<file path="src/rtl/tcm_pkg.sv">
// Shared types and widths for the TCM bus adapter and its response FIFO.
package tcm_pkg;

    localparam int unsigned TCM_DATA_W = 32;
    localparam int unsigned TCM_ADDR_W = 15;
    localparam int unsigned TCM_BE_W   = TCM_DATA_W / 8;
    localparam int unsigned TCM_OFS_W  = $clog2(TCM_BE_W);

    typedef struct packed {
        logic                  err;
        logic [TCM_DATA_W-1:0] rdata;
    } tcm_rsp_t;

endpackage

</file>
<file path="src/rtl/tcm_rsp_fifo.sv">
// Synchronous response FIFO; pointers wrap modulo DEPTH, push and pop may coincide
// even when full because the caller's credit counter already reserved the slot.
module tcm_rsp_fifo
    import tcm_pkg::*;
#(
    parameter int unsigned DEPTH = 3
) (
    input  logic                         clk_i,
    input  logic                         rst_i,
    input  logic                         push_i,
    input  tcm_rsp_t                     push_data_i,
    input  logic                         pop_i,
    output tcm_rsp_t                     head_o,
    output logic                         full_o,
    output logic                         empty_o,
    output logic [$clog2(DEPTH+1)-1:0]   count_o
);

    localparam int unsigned PTR_W = (DEPTH > 1) ? $clog2(DEPTH) : 1;
    localparam int unsigned CNT_W = $clog2(DEPTH + 1);

    tcm_rsp_t           mem_q [DEPTH];
    tcm_rsp_t           mem_d [DEPTH];
    logic [PTR_W-1:0]   wr_ptr_q, wr_ptr_d;
    logic [PTR_W-1:0]   rd_ptr_q, rd_ptr_d;
    logic [CNT_W-1:0]   count_q, count_d;

    always_comb begin
        mem_d    = mem_q;
        wr_ptr_d = wr_ptr_q;
        rd_ptr_d = rd_ptr_q;
        if (push_i) begin
            mem_d[wr_ptr_q] = push_data_i;
            wr_ptr_d = (wr_ptr_q == PTR_W'(DEPTH - 1)) ? '0 : wr_ptr_q + PTR_W'(1);
        end
        if (pop_i) begin
            rd_ptr_d = (rd_ptr_q == PTR_W'(DEPTH - 1)) ? '0 : rd_ptr_q + PTR_W'(1);
        end
        count_d = count_q + CNT_W'(push_i) - CNT_W'(pop_i);
    end

    always_ff @(posedge clk_i or posedge rst_i) begin
        if (rst_i) begin
            for (int unsigned i = 0; i < DEPTH; i++) begin
                mem_q[i] <= '0;
            end
            wr_ptr_q <= '0;
            rd_ptr_q <= '0;
            count_q  <= '0;
        end else begin
            mem_q    <= mem_d;
            wr_ptr_q <= wr_ptr_d;
            rd_ptr_q <= rd_ptr_d;
            count_q  <= count_d;
        end
    end

    assign head_o  = mem_q[rd_ptr_q];
    assign empty_o = (count_q == '0);
    assign full_o  = (count_q == CNT_W'(DEPTH));
    assign count_o = count_q;

endmodule

</file>
<file path="src/rtl/tcm_bus_adapter.sv">
// Valid/ready front end for the banked TCM: issues single-cycle SRAM strobes,
// absorbs the 1-cycle read latency and buffers responses in request order.
module tcm_bus_adapter
    import tcm_pkg::*;
#(
    parameter int unsigned DATA_WIDTH = TCM_DATA_W,
    parameter int unsigned ADDR_WIDTH = TCM_ADDR_W,
    parameter int unsigned RSP_DEPTH  = 3
) (
    input  logic                    clk_i,
    input  logic                    rst_i,
    input  logic                    req_valid_i,
    output logic                    req_ready_o,
    input  logic [ADDR_WIDTH-1:0]   req_addr_i,
    input  logic                    req_we_i,
    input  logic [DATA_WIDTH/8-1:0] req_be_i,
    input  logic [DATA_WIDTH-1:0]   req_wdata_i,
    output logic                    rsp_valid_o,
    input  logic                    rsp_ready_i,
    output logic [DATA_WIDTH-1:0]   rsp_rdata_o,
    output logic                    rsp_err_o,
    output logic                    tcm_en_o,
    output logic                    tcm_we_o,
    output logic [DATA_WIDTH/8-1:0] tcm_be_o,
    output logic [ADDR_WIDTH-1:0]   tcm_addr_o,
    output logic [DATA_WIDTH-1:0]   tcm_wdata_o,
    input  logic [DATA_WIDTH-1:0]   tcm_rdata_i
);

    localparam int unsigned OFS_W = $clog2(DATA_WIDTH / 8);
    localparam int unsigned CNT_W = $clog2(RSP_DEPTH + 1);

    logic             accept;
    logic             aligned;
    logic             pop;
    logic             s1_valid_q, s1_valid_d;
    logic             s1_is_read_q, s1_is_read_d;
    logic             s1_err_q, s1_err_d;
    logic [CNT_W-1:0] occ_q, occ_d;
    tcm_rsp_t         push_data;
    tcm_rsp_t         head;
    logic             fifo_empty;
    logic             fifo_full;
    logic [CNT_W-1:0] fifo_count;
    logic             unused_fifo_status;

    assign aligned     = (req_addr_i[OFS_W-1:0] == '0);
    assign req_ready_o = ~rst_i & (occ_q < CNT_W'(RSP_DEPTH));
    assign accept      = req_valid_i & req_ready_o;
    assign pop         = rsp_valid_o & rsp_ready_i;

    always_comb begin
        tcm_en_o    = accept & aligned;
        tcm_we_o    = tcm_en_o & req_we_i;
        tcm_be_o    = tcm_en_o ? req_be_i : '0;
        tcm_wdata_o = tcm_en_o ? req_wdata_i : '0;
        tcm_addr_o  = tcm_en_o ? {req_addr_i[ADDR_WIDTH-1:OFS_W], {OFS_W{1'b0}}} : '0;
    end

    // Occupancy covers stage 1 plus the FIFO, so it reaching RSP_DEPTH is what
    // guarantees the push a cycle later always finds a free slot.
    always_comb begin
        s1_valid_d   = accept;
        s1_is_read_d = accept & ~req_we_i;
        s1_err_d     = accept & ~aligned;
        occ_d        = occ_q + CNT_W'(accept) - CNT_W'(pop);
    end

    always_ff @(posedge clk_i or posedge rst_i) begin
        if (rst_i) begin
            s1_valid_q   <= 1'b0;
            s1_is_read_q <= 1'b0;
            s1_err_q     <= 1'b0;
            occ_q        <= '0;
        end else begin
            s1_valid_q   <= s1_valid_d;
            s1_is_read_q <= s1_is_read_d;
            s1_err_q     <= s1_err_d;
            occ_q        <= occ_d;
        end
    end

    always_comb begin
        push_data.err   = s1_err_q;
        push_data.rdata = (s1_is_read_q & ~s1_err_q) ? tcm_rdata_i : '0;
    end

    tcm_rsp_fifo #(
        .DEPTH(RSP_DEPTH)
    ) u_rsp_fifo (
        .clk_i       (clk_i),
        .rst_i       (rst_i),
        .push_i      (s1_valid_q),
        .push_data_i (push_data),
        .pop_i       (pop),
        .head_o      (head),
        .full_o      (fifo_full),
        .empty_o     (fifo_empty),
        .count_o     (fifo_count)
    );

    assign unused_fifo_status = ^{fifo_full, fifo_count};

    assign rsp_valid_o = ~fifo_empty;
    assign rsp_rdata_o = rsp_valid_o ? head.rdata : '0;
    assign rsp_err_o   = rsp_valid_o & head.err;

endmodule

</file>
<file path="config.mk">
export PLATFORM = sky130hd
export DESIGN_NAME = tcm_bus_adapter
export DESIGN_NICKNAME = d
export VERILOG_FILES = /design/src/rtl/tcm_pkg.sv /design/src/rtl/tcm_rsp_fifo.sv /design/src/rtl/tcm_bus_adapter.sv
export SDC_FILE = /design/constraint.sdc
export NUM_CORES = 1
export LEC_CHECK = 0
export BUFFER_PORTS_ARGS = -buffer_cell sky130_fd_sc_hd__buf_2
export CAP_MARGIN = 20
export CORE_MARGIN = 5
export CORE_UTILIZATION = 53
export DETAILED_ROUTE_END_ITERATION = 7
export PLACE_DENSITY = 0.85
export SYNTH_ARGS = -nofsm -noshare
export SYNTH_HDL_FRONTEND = slang
export SYNTH_HIERARCHICAL = 1
export SYNTH_SLANG_ARGS = --single-unit
</file>
<file path="constraint.sdc">
create_clock -name clk_i -period 5.1 [get_ports clk_i]
set_clock_uncertainty 0.05 [all_clocks]
set_input_delay 1.275 -clock clk_i [delete_from_list [all_inputs] [get_ports clk_i]]
set_output_delay 1.275 -clock clk_i [all_outputs]
set_load 0.05 [all_outputs]
</file>
==> results of run 1 <==
-- final cells by class --
| cell class | count | area [um2] |
|---|---|---|
| Clock buffer | 9 | 225.2 |
| Clock inverter | 7 | 105.1 |
| Fill cell | 846 | 4121 |
| Inverter | 10 | 40.04 |
| Multi-Input combinational cell | 311 | 3158 |
| Sequential cell | 110 | 2754 |
| Tap cell | 143 | 178.9 |
| Timing Repair Buffer | 182 | 933.4 |
-- worst max-delay path: cells and delay by family --
family,cells,cell delay (ps)
and+or+nand+nor,2,900
buffers and inverters,3,790
-- per-stage QoR --
stage               area, um2  hold WS (ps)
global placement         7064         410.9
global route             7395         452.9
detailed placement       7064         418.3
CTS                      7395         427.8
finish                   7395         425.0
floorplan                6284         396.2
-- final timing paths --
check	startpoint	end	slack (ps)	cells past startpoint
worst max-delay path	req_addr_i[1]	tcm_be_o[2]	800	5
worst min-delay path	occ_q[1]	occ_q[1]	420	1
worst max register to register	u_rsp_fifo/count_o[1]	u_rsp_fifo/count_o[1]	2610	7
worst min register to register	occ_q[1]	occ_q[1]	420	1
max in group asynchronous	rst_i	u_rsp_fifo/mem_q[11]	2900	3
min in group asynchronous	rst_i	s1_is_read_q	820	2
-- sequential cells by signal (all words and copies together), names as in the netlist --
register,count
u_rsp_fifo/wr_ptr_q,2
u_rsp_fifo/mem_q,99
s1_is_read_q,1
s1_valid_q,1
s1_err_q,1
occ_q,2
u_rsp_fifo/rd_ptr_q,2
u_rsp_fifo/count_o,2
-- per-layer routing --
| metal | vias up | routed length, um | track usage (%) |
|---|---|---|---|
| met1 | 2140 | 6087 | 25.12 |
| li1 | 2015 | - | - |
| met3 | 21 | 674 | 4.313 |
| met4 | 0 | 277 | 5.576 |
| met2 | 113 | 7576 | 37.09 |
| met5 | - | 0 | 0 |
-- power by group through the flow --
| stage | registers (W) | logic (W) | clock network, W |
|---|---|---|---|
| 2_1_floorplan | 0.00115 | 0.00104 | 0 |
| 3_3_place_gp | 0.00117 | 0.00120 | 0 |
| 3_5_place_dp | 0.00119 | 0.00124 | 0 |
| 4_1_cts | 0.00117 | 0.00124 | 0.000772 |
| 5_1_grt | 0.00120 | 0.00132 | 0.000812 |
| 6_report | 0.00117 | 0.00123 | 0.000756 |
==> impl_metrics.tcl, run 1 <==
set metrics [dict create \
    status "completed" \
    area_growth_pct 17.75 \
    clkSlewWorstSetupHoldPaths_ps 70 \
    rsz0062_at_grt "no" \
    clkLatencyLatePin_ps 340 \
    arrival_ps 2970 \
    drv_cap 0 \
    p_int_w 0.001928 \
    combPwrFrac_pct 38.9 \
    port_buffers 173 \
    die_x_um 118.9 \
    drtIter0Drc 227 \
    holdBufCountCts 0 \
    ys_warn_count 6 \
    dpl.cell_count 756 \
    avgSynthCellArea_um2 13.17 \
    layout.cells.most_common "buf_2" \
    htreeDepth 3 \
    worst_setup_path_end_kind "output pin" \
    worst_slack_ps 802.3 \
    hold_violations 0 \
    tns_ps 0 \
    cp-start-kind "input pin" \
    cts_resized 0 \
    fin_crit_sh_pct 84.27 \
    overflow 0 \
    final_cell_mix "173 x buf_2, 109 x dfrtp_1, 97 x mux2_2" \
    fmax_ghz 0.2327 \
    setup_violations 0 \
    p_leak_nw 3.680 \
    first_global_vias 4801 \
    die_h_um 118.9 \
    total_power_w 0.003159 \
    syn_area_um2 6280 \
    wirelength_um 14620 \
    dp_hpwl_um 9894 \
    clockRootBuffer "clkbuf_16" \
    cp_slowest_cell "or2_2" \
    crit_fanout 33 \
    n_antenna_cell 0 \
    gp_congestion 0.8308 \
    worstPathRequired_ps 3770 \
    fin_cells 772 \
    drc 0 \
    cpPeakStageDelay_ps 610 \
    via_per_inst 5.556 \
    crit_type "input pin to output pin" \
    seq_power_share_pct 37.1 \
    track_usage_pct 20.59 \
    fp.coreArea_um2 11520 \
    p_sw_w 0.001231 \
    numCtsBuffers 9 \
    path_cells "buf_2 -> or2_2 -> buf_4 -> nor4b_2 -> buf_2" \
    post-route-util_pct 64.21 \
    ir_drop_mv 0.2871 \
    nets 716 \
    clkPwrFrac_pct 23.9 \
    slew_headroom_pct 37.43 \
    finalMaxSlewViolations 0 \
    wl_per_cell_um 18.93 \
    fin_crit_ps 4298 \
    sw_frac_of_total_pct 38.98 \
    p_per_area_nw_per_um2 427.2 \
    hold_path.class "register to register" \
    die_area_um2 14130 \
    num_rows 39 \
    drive_above_1_share_pct 56.12 \
    worst_pin_slew_ps 936.4 \
    start_util_pct 54.53 \
    syn_inst 477 \
    post_cts_buffers 0 \
    vias 4289 \
    grt_pass1_wl_um 23960 \
    cts_tree "yes" \
    grt_max_degree 73 \
    cts.sinks 110 \
    ios 176 \
    path_common_cell "buf_2" \
    first_pass_iters 4 \
    drt.antenna.violating_nets 0 \
    cts.path.max_buffers 2 \
    antenna_found_initial 0 \
    dp_worst_setup_slack_ps 814.3 \
]
No activity file was read; power rests on OpenSTA's default activity.
==> inputs of run 2 (changes only) <==
- CORE_UTILIZATION: 53 -> 48
- PLACE_DENSITY: 0.85 -> 0.81
- clock period: 5.1 -> 3.5 ns (I/O delays scaled with it)
==> run 2 against run 1 <==
Effect of this change:
- sequential power up 48%
- non-clock buffer count up 5
- global-route usage down 1.3 points
- combinational power is 50% higher
- design area increased by 1.9%
- sequential share of layout area shrank 0.69 points
- register-to-register slack got worse by 1200 ps
- wire length increased by 2.0%
- critical path depth unchanged
==> impl_metrics.tcl, run 2 (synthesis results as in run 1) <==
set metrics [dict create \
    status "completed" \
    worst_pin_slew_ps 945.5 \
    grt_pass1_wl_um 24490 \
    dpl.cell_count 790 \
    crit_type "register to output pin" \
    track_usage_pct 19.26 \
    via_per_inst 5.393 \
    r2r_slack_ps 1410 \
    die_area_um2 15470 \
    post_cts_buffers 0 \
    vias 4352 \
    die_h_um 124.4 \
    drc 0 \
    top_register "u_rsp_fifo/mem_q" \
    worstPathRequired_ps 2570 \
    worst-path-buf-inv 2 \
    fmax_ghz 0.3102 \
    overflow 0 \
    largest_reg_flops 99 \
    final_cell_area_um2 7535 \
    crit_fanout 27 \
    htreeDepth 3 \
    first_pass_iters 4 \
    tns_ps 0 \
    port_buffers 173 \
    clkLatencyLatePin_ps 340 \
    dp_hpwl_um 10090 \
    antenna_found_initial 1 \
    die_x_um 124.4 \
    numCtsBuffers 9 \
    ios 176 \
    arrival_ps 2300 \
    layout.cells.most_common "buf_2" \
    drive_above_1_share_pct 56.62 \
    fin_cells 807 \
    rsz0062_at_grt "no" \
    nets 721 \
    path_cells "buf_4 -> mux2i_1 -> o2bb2ai_1 -> nor2b_1 -> buf_2" \
    path_delay_family "buffers and inverters" \
    placed_area_um2 7223 \
    cpPeakStageDelay_ps 550 \
    drv_cap 0 \
    cts.path.max_buffers 2 \
    hold_path.class "input pin to asynchronous set/reset pin" \
    cp_slowest_cell "dfrtp_2" \
    clkSlewWorstSetupHoldPaths_ps 70 \
    fin_crit_ps 3223 \
    p_per_area_nw_per_um2 610.4 \
    fp.coreArea_um2 12720 \
    cts_tree "yes" \
    gp_congestion 0.8117 \
    first_global_vias 4901 \
    p_leak_nw 3.729 \
    drtIter0Drc 173 \
    start_util_pct 49.36 \
    cts_resized 0 \
    drt.antenna.violating_nets 0 \
    num-fill-cells 1033 \
    total_power_w 0.004599 \
    fin_crit_sh_pct 92.10 \
    worst_setup_path_end_kind "output pin" \
    slew_headroom_pct 36.77 \
    wl_per_cell_um 18.47 \
    hold_violations 0 \
    area_growth_pct 19.98 \
    final_cell_mix "172 x buf_2, 109 x dfrtp_1, 97 x mux2_2" \
    finalMaxSlewViolations 0 \
    holdBufCountCts 0 \
    wirelength_um 14910 \
    num_rows 41 \
    cts.sinks 110 \
    grt_max_degree 106 \
    ir_drop_mv 0.4548 \
    setup_violations 0 \
    cp-start-kind "register" \
    clockRootBuffer "clkbuf_16" \
]
## run 2: metrics by stage
| stage | util [%] | hold WS, ps | setup slack, ps |
|---|---|---|---|
| global route | 59.23 | 422.8 | 205.3 |
| detailed placement | 56.78 | 430.7 | 359.8 |
| CTS | 59.21 | 412.1 | 290.7 |
| finish | 59.23 | 414.1 | 276.6 |
| global placement | 56.78 | 411.0 | 387.5 |
| floorplan | - | 396.2 | 149.8 |
## run 2: layout make-up
class / instances / area (um2) / share of cell area [%]
well taps: 172 / 215.2 / 2.856
repair buffers: 187 / 1049 / 13.92
clock buffers: 11 / 252.7 / 3.354
flip-flops and latches: 110 / 2754 / 36.55
diodes: 1 / 2.502 / 0.03321
multi-input cells: 311 / 3164 / 42.00
clock inverters: 5 / 56.30 / 0.7473
inverters: 10 / 41.29 / 0.5480
## run 2: worst paths after layout
path,to,startpoint,cells after the start
min in group clk_i,u_rsp_fifo/mem_q[67],u_rsp_fifo/mem_q[67],1
max in group asynchronous,u_rsp_fifo/mem_q[47],rst_i,3
worst max-delay path,rsp_rdata_o[28],u_rsp_fifo/rd_ptr_q[1],5
worst min-delay path,s1_valid_q,rst_i,2
worst min register to register,u_rsp_fifo/mem_q[67],u_rsp_fifo/mem_q[67],1
worst max register to register,u_rsp_fifo/mem_q[12],u_rsp_fifo/wr_ptr_q[0],3
## run 2: metal layers
metal  vias to the layer above  part of all wire (%)  global-route usage, %
li1                       2032                     -                      -
met1                      2150                    41                  22.09
met2                       148                    52                  34.22
met3                        22                   5.5                  4.631
met4                         0                   1.9                  8.059
met5                         -                     0                      0
## run 2: where the power goes
part | total [W] | internal, W | switching, W
Clock | 0.00103 | 0.000594 | 0.000439
Sequential | 0.00173 | 0.00155 | 0.000177
Combinational | 0.00184 | 0.000659 | 0.00118
